`config.mk`:
```
export PLATFORM = sky130hd
export DESIGN_NAME = traffic_corridor_ctrl_flat
export DESIGN_NICKNAME = d
export VERILOG_FILES = /design/src/rtl/traffic_corridor_ctrl_pkg.sv /design/src/rtl/traffic_corridor_ctrl_if.sv /design/src/rtl/traffic_corridor_ctrl_phase_fsm.sv /design/src/rtl/traffic_corridor_ctrl.sv /design/src/flat_wrapper.sv
export SDC_FILE = /design/constraint.sdc
export NUM_CORES = 1
export LEC_CHECK = 0
export ABC_AREA = 1
export BUFFER_PORTS_ARGS = -buffer_cell sky130_fd_sc_hd__buf_2
export CAP_MARGIN = 15
export CORE_AREA = 5 5 92 180
export DETAILED_ROUTE_END_ITERATION = 16
export DIE_AREA = 0 0 97 185
export MAX_ROUTING_LAYER = met4
export PLACE_DENSITY = 0.49
export REMOVE_ABC_BUFFERS = 1
export SKIP_LAST_GASP = 1
export SYNTH_ARGS = -nofsm -noshare
export SYNTH_HDL_FRONTEND = slang
export SYNTH_HIERARCHICAL = 1
export SYNTH_SLANG_ARGS = --single-unit
```
`constraint.sdc`:
```
create_clock -name clk_50_mhz -period 2.9 [get_ports clk_50_mhz]
set_input_delay 0.29 -clock clk_50_mhz [delete_from_list [all_inputs] [get_ports clk_50_mhz]]
set_output_delay 0.29 -clock clk_50_mhz [all_outputs]
set_load 0.01 [all_outputs]
```
`src/rtl/traffic_corridor_ctrl_pkg.sv`:
```
// Shared types and helpers for the corridor controller: phase encoding,
// lamp decode and timer sizing.
package traffic_pkg;

    typedef enum logic [2:0] {
        NS_GRN    = 3'd0,
        NS_YLW    = 3'd1,
        ALL_RED_A = 3'd2,
        EW_GRN    = 3'd3,
        EW_YLW    = 3'd4,
        ALL_RED_B = 3'd5
    } phase_e;

    typedef struct packed {
        logic red_n;
        logic ylw_n;
        logic grn_n;
        logic red_w;
        logic ylw_w;
        logic grn_w;
    } lamps_t;

    // Exactly one lamp per approach is lit in every phase.
    function automatic lamps_t decode_lamps(input phase_e ph);
        lamps_t l;
        l = '0;
        case (ph)
            NS_GRN: begin
                l.grn_n = 1'b1;
                l.red_w = 1'b1;
            end
            NS_YLW: begin
                l.ylw_n = 1'b1;
                l.red_w = 1'b1;
            end
            EW_GRN: begin
                l.red_n = 1'b1;
                l.grn_w = 1'b1;
            end
            EW_YLW: begin
                l.red_n = 1'b1;
                l.ylw_w = 1'b1;
            end
            default: begin
                l.red_n = 1'b1;
                l.red_w = 1'b1;
            end
        endcase
        return l;
    endfunction

    function automatic phase_e next_phase(input phase_e ph);
        phase_e nxt;
        case (ph)
            NS_GRN:    nxt = NS_YLW;
            NS_YLW:    nxt = ALL_RED_A;
            ALL_RED_A: nxt = EW_GRN;
            EW_GRN:    nxt = EW_YLW;
            EW_YLW:    nxt = ALL_RED_B;
            default:   nxt = NS_GRN;
        endcase
        return nxt;
    endfunction

    // The longest value a phase timer ever holds is either a green or the
    // staggered start-up all-red of the last intersection.
    function automatic int unsigned timer_width(input int unsigned grn_s,
                                                input int unsigned ylw_s,
                                                input int unsigned all_red_s,
                                                input int unsigned n_int,
                                                input int unsigned offset_s);
        int unsigned longest;
        longest = grn_s;
        if (ylw_s > longest) begin
            longest = ylw_s;
        end
        if (all_red_s + (n_int - 1) * offset_s > longest) begin
            longest = all_red_s + (n_int - 1) * offset_s;
        end
        return $clog2(longest + 1);
    endfunction

endpackage

```
`src/rtl/traffic_corridor_ctrl_if.sv`:
```
// Crosswalk request inputs and lamp outputs of the corridor controller.
interface traffic_corridor_ctrl_if #(
    parameter int unsigned N_INT = 2
) ();

    logic [N_INT-1:0] nrth_xwalk;
    logic [N_INT-1:0] west_xwalk;
    logic [N_INT-1:0] red_nrth;
    logic [N_INT-1:0] ylw_nrth;
    logic [N_INT-1:0] grn_nrth;
    logic [N_INT-1:0] red_west;
    logic [N_INT-1:0] ylw_west;
    logic [N_INT-1:0] grn_west;
    logic [N_INT-1:0] walk_nrth;
    logic [N_INT-1:0] stop_nrth;
    logic [N_INT-1:0] walk_west;
    logic [N_INT-1:0] stop_west;
    logic             tick_1hz;

    modport master (
        input  nrth_xwalk, west_xwalk,
        output red_nrth, ylw_nrth, grn_nrth,
        output red_west, ylw_west, grn_west,
        output walk_nrth, stop_nrth, walk_west, stop_west,
        output tick_1hz
    );

    modport slave (
        output nrth_xwalk, west_xwalk,
        input  red_nrth, ylw_nrth, grn_nrth,
        input  red_west, ylw_west, grn_west,
        input  walk_nrth, stop_nrth, walk_west, stop_west,
        input  tick_1hz
    );

endinterface

```
`src/rtl/traffic_corridor_ctrl_phase_fsm.sv`:
```
// One intersection: phase sequencer with tick timer, crosswalk request
// latches, walk interval and early termination of the opposing green.
module intersection_phase_fsm
    import traffic_pkg::*;
#(
    parameter int unsigned IDX       = 0,
    parameter int unsigned GRN_S     = 10,
    parameter int unsigned MIN_GRN_S = 4,
    parameter int unsigned YLW_S     = 3,
    parameter int unsigned ALL_RED_S = 1,
    parameter int unsigned WALK_S    = 7,
    parameter int unsigned OFFSET_S  = 2,
    parameter int unsigned TW        = 4
) (
    input  logic   clk_i,
    input  logic   rst_i,
    input  logic   tick_i,
    input  logic   nrth_xwalk_i,
    input  logic   west_xwalk_i,
    output phase_e phase_o,
    output logic   walk_n_o,
    output logic   walk_w_o
);

    localparam logic [TW-1:0] START_T = TW'(ALL_RED_S + IDX * OFFSET_S);
    localparam logic [TW-1:0] EARLY_T = TW'(GRN_S - MIN_GRN_S + 1);
    localparam logic [TW-1:0] WALK_T  = TW'(WALK_S);
    localparam logic [TW-1:0] ONE_T   = TW'(1);

    phase_e        state_q, state_d;
    logic [TW-1:0] timer_q, timer_d;
    logic [TW-1:0] walk_cnt_q, walk_cnt_d;
    logic          req_n_q, req_n_d;
    logic          req_w_q, req_w_d;
    logic          walk_n_q, walk_n_d;
    logic          walk_w_q, walk_w_d;
    logic          nrth_prev_q, west_prev_q;
    logic          n_rise, w_rise;
    logic          clr_n, clr_w;
    logic          early;

    function automatic logic [TW-1:0] phase_dur(input phase_e ph);
        logic [TW-1:0] d;
        case (ph)
            NS_GRN, EW_GRN: d = TW'(GRN_S);
            NS_YLW, EW_YLW: d = TW'(YLW_S);
            default:        d = TW'(ALL_RED_S);
        endcase
        return d;
    endfunction

    always_ff @(posedge clk_i or posedge rst_i) begin
        if (rst_i) begin
            state_q     <= ALL_RED_B;
            timer_q     <= START_T;
            walk_cnt_q  <= '0;
            req_n_q     <= 1'b0;
            req_w_q     <= 1'b0;
            walk_n_q    <= 1'b0;
            walk_w_q    <= 1'b0;
            nrth_prev_q <= 1'b0;
            west_prev_q <= 1'b0;
        end else begin
            state_q     <= state_d;
            timer_q     <= timer_d;
            walk_cnt_q  <= walk_cnt_d;
            req_n_q     <= req_n_d;
            req_w_q     <= req_w_d;
            walk_n_q    <= walk_n_d;
            walk_w_q    <= walk_w_d;
            nrth_prev_q <= nrth_xwalk_i;
            west_prev_q <= west_xwalk_i;
        end
    end

    always_comb begin
        state_d    = state_q;
        timer_d    = timer_q;
        walk_cnt_d = walk_cnt_q;
        walk_n_d   = walk_n_q;
        walk_w_d   = walk_w_q;
        clr_n      = 1'b0;
        clr_w      = 1'b0;
        n_rise     = nrth_xwalk_i & ~nrth_prev_q;
        w_rise     = west_xwalk_i & ~west_prev_q;

        // A waiting cross request cuts the green short, but never while this
        // green's own walk is still lit and never before the minimum green.
        early = tick_i && (timer_q <= EARLY_T) &&
                ((state_q == NS_GRN && req_w_q && !walk_n_q) ||
                 (state_q == EW_GRN && req_n_q && !walk_w_q));

        if (tick_i) begin
            if (walk_n_q || walk_w_q) begin
                walk_cnt_d = walk_cnt_q - ONE_T;
                if (walk_cnt_q == ONE_T) begin
                    walk_n_d = 1'b0;
                    walk_w_d = 1'b0;
                end
            end
            if (timer_q == ONE_T || early) begin
                state_d = next_phase(state_q);
                timer_d = phase_dur(state_d);
                if (state_d == NS_GRN && req_n_q) begin
                    walk_n_d   = 1'b1;
                    walk_cnt_d = WALK_T;
                    clr_n      = 1'b1;
                end
                if (state_d == EW_GRN && req_w_q) begin
                    walk_w_d   = 1'b1;
                    walk_cnt_d = WALK_T;
                    clr_w      = 1'b1;
                end
            end else begin
                timer_d = timer_q - ONE_T;
            end
        end

        // A fresh press on the clearing cycle survives for the next green.
        req_n_d = (req_n_q & ~clr_n) | n_rise;
        req_w_d = (req_w_q & ~clr_w) | w_rise;
    end

    assign phase_o  = state_q;
    assign walk_n_o = walk_n_q;
    assign walk_w_o = walk_w_q;

endmodule

```
`src/rtl/traffic_corridor_ctrl.sv`:
```
// Corridor of N_INT intersections sharing one tick prescaler; start-up is
// staggered per intersection index to form a green wave.
module traffic_corridor_ctrl
    import traffic_pkg::*;
#(
    parameter int unsigned N_INT     = 2,
    parameter int unsigned CLK_DIV   = 50_000_000,
    parameter int unsigned GRN_S     = 10,
    parameter int unsigned MIN_GRN_S = 4,
    parameter int unsigned YLW_S     = 3,
    parameter int unsigned ALL_RED_S = 1,
    parameter int unsigned WALK_S    = 7,
    parameter int unsigned OFFSET_S  = 2
) (
    input  logic                   clk_50_mhz,
    input  logic                   reset,
    traffic_corridor_ctrl_if.master bus
);

    localparam int unsigned   TW        = timer_width(GRN_S, YLW_S, ALL_RED_S, N_INT, OFFSET_S);
    localparam int unsigned   PW        = $clog2(CLK_DIV);
    localparam logic [PW-1:0] PRESC_MAX = PW'(CLK_DIV - 1);

    logic [PW-1:0]    presc_q, presc_d;
    logic             tick;
    phase_e           phase_w [N_INT];
    lamps_t           lamps_w [N_INT];
    logic [N_INT-1:0] walk_n_w, walk_w_w;
    logic [N_INT-1:0] red_n, ylw_n, grn_n, red_w, ylw_w, grn_w;

    always_comb begin
        tick    = (presc_q == PRESC_MAX);
        presc_d = tick ? '0 : presc_q + PW'(1);
    end

    always_ff @(posedge clk_50_mhz or posedge reset) begin
        if (reset) begin
            presc_q <= '0;
        end else begin
            presc_q <= presc_d;
        end
    end

    generate
        for (genvar gi = 0; gi < N_INT; gi++) begin : g_int
            intersection_phase_fsm #(
                .IDX      (gi),
                .GRN_S    (GRN_S),
                .MIN_GRN_S(MIN_GRN_S),
                .YLW_S    (YLW_S),
                .ALL_RED_S(ALL_RED_S),
                .WALK_S   (WALK_S),
                .OFFSET_S (OFFSET_S),
                .TW       (TW)
            ) u_fsm (
                .clk_i       (clk_50_mhz),
                .rst_i       (reset),
                .tick_i      (tick),
                .nrth_xwalk_i(bus.nrth_xwalk[gi]),
                .west_xwalk_i(bus.west_xwalk[gi]),
                .phase_o     (phase_w[gi]),
                .walk_n_o    (walk_n_w[gi]),
                .walk_w_o    (walk_w_w[gi])
            );

            assign lamps_w[gi] = decode_lamps(phase_w[gi]);
        end
    endgenerate

    always_comb begin
        red_n = '0;
        ylw_n = '0;
        grn_n = '0;
        red_w = '0;
        ylw_w = '0;
        grn_w = '0;
        for (int i = 0; i < N_INT; i++) begin
            red_n[i] = lamps_w[i].red_n;
            ylw_n[i] = lamps_w[i].ylw_n;
            grn_n[i] = lamps_w[i].grn_n;
            red_w[i] = lamps_w[i].red_w;
            ylw_w[i] = lamps_w[i].ylw_w;
            grn_w[i] = lamps_w[i].grn_w;
        end
    end

    assign bus.red_nrth  = red_n;
    assign bus.ylw_nrth  = ylw_n;
    assign bus.grn_nrth  = grn_n;
    assign bus.red_west  = red_w;
    assign bus.ylw_west  = ylw_w;
    assign bus.grn_west  = grn_w;
    assign bus.walk_nrth = walk_n_w;
    assign bus.stop_nrth = ~walk_n_w;
    assign bus.walk_west = walk_w_w;
    assign bus.stop_west = ~walk_w_w;
    assign bus.tick_1hz  = tick;

endmodule
```
`src/flat_wrapper.sv`:
```
// flat-port wrapper written by rule: the top's interface ports become plain ports
module traffic_corridor_ctrl_flat import traffic_pkg::*;
#(
    parameter int unsigned N_INT     = 2,
    parameter int unsigned CLK_DIV   = 50_000_000,
    parameter int unsigned GRN_S     = 10,
    parameter int unsigned MIN_GRN_S = 4,
    parameter int unsigned YLW_S     = 3,
    parameter int unsigned ALL_RED_S = 1,
    parameter int unsigned WALK_S    = 7,
    parameter int unsigned OFFSET_S  = 2
)
  (clk_50_mhz, reset, bus_nrth_xwalk, bus_west_xwalk, bus_red_nrth, bus_ylw_nrth, bus_grn_nrth, bus_red_west, bus_ylw_west, bus_grn_west, bus_walk_nrth, bus_stop_nrth, bus_walk_west, bus_stop_west, bus_tick_1hz);
  traffic_corridor_ctrl_if #(.N_INT(N_INT)) bus_i ();
  input  logic clk_50_mhz;
  input  logic reset;
  input wire logic [$bits(bus_i.nrth_xwalk)-1:0] bus_nrth_xwalk;
  input wire logic [$bits(bus_i.west_xwalk)-1:0] bus_west_xwalk;
  output wire logic [$bits(bus_i.red_nrth)-1:0] bus_red_nrth;
  output wire logic [$bits(bus_i.ylw_nrth)-1:0] bus_ylw_nrth;
  output wire logic [$bits(bus_i.grn_nrth)-1:0] bus_grn_nrth;
  output wire logic [$bits(bus_i.red_west)-1:0] bus_red_west;
  output wire logic [$bits(bus_i.ylw_west)-1:0] bus_ylw_west;
  output wire logic [$bits(bus_i.grn_west)-1:0] bus_grn_west;
  output wire logic [$bits(bus_i.walk_nrth)-1:0] bus_walk_nrth;
  output wire logic [$bits(bus_i.stop_nrth)-1:0] bus_stop_nrth;
  output wire logic [$bits(bus_i.walk_west)-1:0] bus_walk_west;
  output wire logic [$bits(bus_i.stop_west)-1:0] bus_stop_west;
  output wire logic [$bits(bus_i.tick_1hz)-1:0] bus_tick_1hz;
  assign bus_i.nrth_xwalk = bus_nrth_xwalk;
  assign bus_i.west_xwalk = bus_west_xwalk;
  assign bus_red_nrth = bus_i.red_nrth;
  assign bus_ylw_nrth = bus_i.ylw_nrth;
  assign bus_grn_nrth = bus_i.grn_nrth;
  assign bus_red_west = bus_i.red_west;
  assign bus_ylw_west = bus_i.ylw_west;
  assign bus_grn_west = bus_i.grn_west;
  assign bus_walk_nrth = bus_i.walk_nrth;
  assign bus_stop_nrth = bus_i.stop_nrth;
  assign bus_walk_west = bus_i.walk_west;
  assign bus_stop_west = bus_i.stop_west;
  assign bus_tick_1hz = bus_i.tick_1hz;
  traffic_corridor_ctrl #(.N_INT(N_INT), .CLK_DIV(CLK_DIV), .GRN_S(GRN_S), .MIN_GRN_S(MIN_GRN_S), .YLW_S(YLW_S), .ALL_RED_S(ALL_RED_S), .WALK_S(WALK_S), .OFFSET_S(OFFSET_S)) u_core (.clk_50_mhz(clk_50_mhz), .reset(reset), .bus(bus_i));
endmodule
```
After elaboration in Yosys (flattened, before gate mapping)

Cells that the tools add are included.

Flip-flop bits (word level): 60
Output and inout bits: 21
Bits of input ports: 6

Order comparisons: 2
Bitwise operators: 22
Add/sub/neg operators: 5
Reductions and logical operators: 40
Multiplexer cells: 59
Equality and inequality tests: 19

Operators with widths:

| cell                    | count |
|---|---|
| $mux W1                 | 40 |
| $mux W4                 | 10 |
| $pmux W3 S5             | 2 |
| $add A26 B1 Y26 const B | 1 |
| $eq A26 B26 Y1 const B  | 1 |
| $mux W26                | 1 |
| $eq A3 B2 Y1 const B    | 6 |
| $eq A4 B1 Y1 const B    | 4 |
| $logic_and A1 B1 Y1     | 16 |
| $pmux W4 S2             | 2 |
| $reduce_or A2 Y1        | 8 |
| $sub A4 B1 Y4 const B   | 4 |
| $eq A3 B1 Y1 const B    | 4 |
| $eq A3 B3 Y1 const B    | 4 |
| $logic_not A3 Y1        | 4 |
| $mux W3                 | 4 |
| $and A1 B1 Y1           | 8 |
| $le A4 B3 Y1 const B    | 2 |
| $not A1 Y1              | 8 |
| $logic_or A1 B1 Y1      | 6 |
| $logic_not A1 Y1        | 4 |
| $not A2 Y2              | 2 |
| $or A1 B1 Y1            | 4 |
| $reduce_and A2 Y1       | 2 |

Depth between registers and ports, before layout

Depth in word-level cells: 16
Gate-level depth with buffers: 14

Hierarchy

Netlist, hierarchy kept.

Modules (own cells, without submodules):

| module                                          | area each (sq um) | cells each | instances |
|---|---|---|---|
| traffic_corridor_ctrl                           | 1,669.1           | 240        | 1 |
| intersection_phase_fsm at u_core.g_int[1].u_fsm | 994.7             | 124        | 1 |
| intersection_phase_fsm at u_core.g_int[0].u_fsm | 993.5             | 122        | 1 |

Worst setup path before layout

No wires, ideal clock.

Path kind: flip-flop to flip-flop
Start: register u_core.presc_q[0]
End: register u_core.g_int[1].u_fsm.walk_cnt_q[2]
Data required time: 2,781 ps
Buffers on the path: 1
Stages on the path, launching flop included: 12
Slack: 825 ps
Data arrival time: 1,956 ps
Clock period less this slack: 2,075 ps
Cells stage by stage: dfrtp_1 > ha_1 > nand3_2 > nor2_4 > nand2_2 > nor3_4 > buf_6 > inv_1 > a21oi_1 > nand2_1 > xor2_1 > nand2_1

Word-level cells in the longest chain between the ends: 5

Ends and longest elaborated chain:

| what                             | line                                   | source |
|---|---|---|
| from (decl)                      | traffic_corridor_ctrl.sv:24            | `logic [PW-1:0] presc_q, presc_d;` |
| from (signal assigned)           | traffic_corridor_ctrl.sv:40            | `presc_q <= presc_d;` |
| $eq A26 B26 Y1 (*)               | traffic_corridor_ctrl.sv:32            | `tick = (presc_q == PRESC_MAX);` |
| net bus_tick_1hz                 | flat_wrapper.sv:29                     | `output wire logic [$bits(bus_i.tick_1hz)-1:0] bus_tick_1hz;` |
| $logic_and A1 B1 Y1 (2 in a row) | traffic_corridor_ctrl_phase_fsm.sv:89  | `early = tick_i && (timer_q <= EARLY_T) &&` |
| $logic_or A1 B1 Y1               | traffic_corridor_ctrl_phase_fsm.sv:101 | `if (timer_q == ONE_T \|\| early) begin` |
| $mux W4                          | traffic_corridor_ctrl_phase_fsm.sv:101 |  |
| to (signal assigned)             | traffic_corridor_ctrl_phase_fsm.sv:66  | `walk_cnt_q <= walk_cnt_d;` |
| to (decl)                        | traffic_corridor_ctrl_phase_fsm.sv:32  | `logic [TW-1:0] walk_cnt_q, walk_cnt_d;` |

The timed path passes the listed nets; every way through them passes the cells marked *.
A chain may end at the register's enable or synchronous reset.

Worst setup path in the final report

Start: register u_core.presc_q[0]
End: register u_core.g_int[1].u_fsm.walk_cnt_q[2]

Word-level cells in the longest chain between the ends: 5

Ends and longest elaborated chain:

| what                             | line |
|---|---|
| $eq A26 B26 Y1 (*)               | traffic_corridor_ctrl.sv:32 |
| $logic_and A1 B1 Y1 (2 in a row) | traffic_corridor_ctrl_phase_fsm.sv:89 |
| $logic_or A1 B1 Y1               | traffic_corridor_ctrl_phase_fsm.sv:101 |
| $mux W4                          | traffic_corridor_ctrl_phase_fsm.sv:101 |

Every way passes the cells marked *; elsewhere a longest branch is shown, timed or not.

==> results <==
- The capturing element of the worst setup path is u_core/g_int[1].u_fsm/walk_cnt_q[2].
- The number of antenna cells inserted is 0.
- The first global-routing pass estimated 13600 um of wire.
- The worst setup path category is register to register.
- Of all nets on the critical path, the largest fanout is 8.
- The final hold slack is 44.8 ps.
- The met3 routing resource usage after global routing is roughly 2.3%.
- The Yosys warning count is 6.
- The critical path starts at u_core/presc_q[0].
- The synthesized design contains 60 register bits.
- A synthesized cell averages 7.53 sq um.
- The number of nets in the layout is ~540.
- The total setup buffers inserted after CTS is 0.
- The peak supply drop is 228 uV.
- The congestion estimate from routability-driven global placement came to 0.808.
- The run finished with clean final reports.
- The initial antenna violation count was 0.
- The post-synthesis sequential area ratio is roughly 41%.
- The met2 capacity usage during global routing is ~15%.
- The violation count after the first detailed-route iteration is ~140.
- The worst pin sits at a relative slew slack of between 50% and 60%.
- The maximum clock frequency is about 420 MHz.
- For this run, the total global-route usage over all layers was measured as 9.58%.
- Timing analysis after detailed placement gives a worst setup slack of 508 ps.
- The initial standard-cell utilization of the core is around a quarter.
- After routing the design area is 0.00434 sq mm.
- Across the routed clock network, the largest skew measured is 5.97 ps.
- The I/O pin count is 27.
- The port buffer count is 26.
- The maximum root-to-sink buffer count is 2.
- The total area inside the core boundary comes to 0.0151 sq mm.
- The ratio of final minimum period to clock period is about 80%.
- Clock-pin slew was measured on the worst setup and hold paths at 50 ps.
- The first-pass detailed-route iteration total is 4.
- After synthesis the cells add up to 0.00366 sq mm.
- The proportion of layout cells with a drive suffix above 1 is 18.8%.
- The worst flop-to-flop path endpoint is u_core/g_int[1].u_fsm/walk_cnt_q[2].
- For this run, the share of the core covered by cells in the final layout is 28.7%.
- The sequential standard cell area is 0.00151 sq mm.
- The critical path arrival is 2590 ps.
- The detailed-route via count is around 3000.
- The number of design rule violations left after detail routing is 0.
- Leaving out fill and tap cells, the most frequent cells in the layout are 137 x nand2_1, 66 x nor2_1, 62 x inv_1, 53 x dfrtp_1, 41 x nand3_1.
- In this run the cell area measured after placement is around 0.0040 sq mm.
- The cell total after placement is 710.
- Clock tree synthesis selected as its root buffer the cell clkbuf_16.
- Counting every sink on the clock net gives 60.
- The max-slew violation count came to 0.
- For the pin with the worst max-slew slack, the measured transition is 690 ps.
- Global routing finished with a remaining overflow of 0.
- Clock tree synthesis inserted a total of 9 buffers.
- Setup repair after global routing left no endpoint under its margin.
- After clock tree synthesis, the repair step resized 0 gates.
- The power per standard cell area is 450 mW/mm^2.
- Setup violations remaining at the end of the flow were counted as 0.
- The largest net degree at the start of global routing is 27.
- The register-to-register setup slack is approximately 520 ps.
- After filler insertion, the fill cell instance count of the layout stands at 1611.
- The worst path setup slack after routing is between 500 and 600 ps.
- The gate count after technology mapping is 486.
- STA classifies the critical path startpoint as a register.
- The area added between synthesis and finish is 18.7%.
- The number of hold buffers added after cts is 0.
- The HPWL reported at the end of detailed placement is about 5700 um.
- After detailed routing, the average wire length per cell comes to 10.4 um.
- Dividing the detail-routed via count by the number of cells gives 4.10.
- The final layout contains routed wiring with a total length of 7530 um.
- Data on the critical path is required at its endpoint by about 3100 ps.
- The die is 97 um wide.
- The launching point of the worst reg2reg path is u_core/presc_q[0].
- The leakage power figure is 2.08 nW.
- For this run, global-route usage on met1 was measured as 11.9%.
- Subtracting the final worst setup slack from the clock period gives 2380 ps.
- The remaining antenna violation count after routing is 0.
- The most frequent standard cell in the layout excluding fill and tap cells is nand2_1.
- The final hold violation count is 0.
- Counting distinct cell types in the post-synthesis netlist gives 40.
- The clock latency of the later-clocked register in the worst-skew pair is 330 ps.
- The number of cells on the worst reg-to-reg path is 11.
- The floorplan has 64 rows.
- The multi-input combinational cells in the finished layout cover a total of 0.00187 sq mm.
- TritonCTS built the clock tree.
- The number of global-route vias before repair is 2942.
- The die span in y is ~190 um.
- The min-delay analysis places its worst path in the category input port to asynchronous set/reset pin.
- The worst setup path is captured at a register.
- met2 is the most crowded layer.
- The clock tree synthesis step divided the H-tree into 3 levels.
- The area of the die is 0.0179 sq mm.
- The number of max-cap violations is 0.
- After the flow finishes, the layout carries non-filler instances totaling between 700 and 800.
critical path, cell delays in order (launching register included):
cell and delay, ps:
dfrtp_1 410, ha_1 190, nand3_2 120, nor2_4 140, nand2_2 90, nor3_4 310, buf_4 230, inv_1 100
a21oi_1 370, nand2_1 110, xor2_1 150, nand2_1 60
stage by stage:
| step | setup TNS, ps | total power [W] |
|---|---|---|
| after global routing | 0 | 0.00204 |
| after floorplan | -1060 | 0.000870 |
| final | 0 | 0.00195 |
| after CTS | 0 | 0.00199 |
| after detailed placement | 0 | 0.000882 |
| after global placement | 0 | 0.000882 |
registers in the layout, indices dropped and copies added, names as in the netlist:
name and count:
u_core/g_int.u_fsm/walk_cnt_q 8, u_core/presc_q 26, u_core/g_int.u_fsm/walk_n_o 2, u_core/g_int.u_fsm/walk_w_o 2, u_core/g_int.u_fsm/timer_q 8, u_core/g_int.u_fsm/west_prev_q 2, u_core/g_int.u_fsm/req_w_q 2, u_core/g_int.u_fsm/req_n_q 2
u_core/g_int.u_fsm/phase_o 6, u_core/g_int.u_fsm/nrth_prev_q 2
final cells by class:
type | instances | share of cell area, %
Clock buffer | 15 | 6.40
Clock inverter | 1 | 0.692
Inverter | 66 | 5.71
Multi-Input combinational cell | 356 | 43.0
Sequential cell | 60 | 34.8
Tap cell | 198 | 5.71
Timing Repair Buffer | 30 | 3.69
cells in the mapped netlist, drive strengths merged:
master	instances	area, sq um
or2	1	6.26
inv	66	248
nand3	45	253
o21ai	12	75.1
nor2	81	347
dfstp	7	184
xor2	13	114
o211ai	1	12.5
a31o	1	8.76
nand3b	4	30.0
o22ai	1	6.26
nor4	1	6.26
nand2	152	656
ha	10	125
a21oi	8	43.8
nor3b	1	7.51
xnor2	3	26.3
o21bai	4	30.0
nand4	5	31.3
a22oi	2	15.0
and2	2	13.8
dfrtp	53	1330
buf	4	31.3
nor3	9	61.3
power breakdown:
part            total, W  leakage [nW]  internal, W  switching (W)
Sequential      0.000843         0.768     0.000842    0.000000662
Combinational  0.0000240          1.17   0.00000451      0.0000195
Clock            0.00109         0.150     0.000735       0.000352
worst min-delay path by stage:
stage	slack (ps)	to	cells past startpoint	from
2_1_floorplan	210	u_core/g_int[1].u_fsm/nrth_prev_q	1	reset
3_3_place_gp	410	u_core/presc_q[11]	3	reset
3_5_place_dp	410	u_core/presc_q[11]	3	reset
4_1_cts	60	u_core/presc_q[11]	3	reset
5_1_grt	70	u_core/g_int[1].u_fsm/nrth_prev_q	1	bus_nrth_xwalk[1]
6_report	40	u_core/presc_q[11]	3	reset
cell families (layout without fill, tap and decap cells):
group	count (synthesis)	after routing	synth area share [%]
AOI/OAI and AO/OA	29	29	5.23
xor gates and xnor gates	16	16	3.83
adders and majority gates	10	10	3.42
buffers and inverters	70	112	7.63
DFF	60	60	41.3
and+or+nand+nor	301	301	38.6
layer usage:
layer / routed length (um) / part of all wire (%)
met5: 0 / 0
met2: 3510 / 47
met1: 3600 / 48
met3: 267 / 3.5
met4: 156 / 2.1
Note: power is estimated with default switching activity, not from simulation.
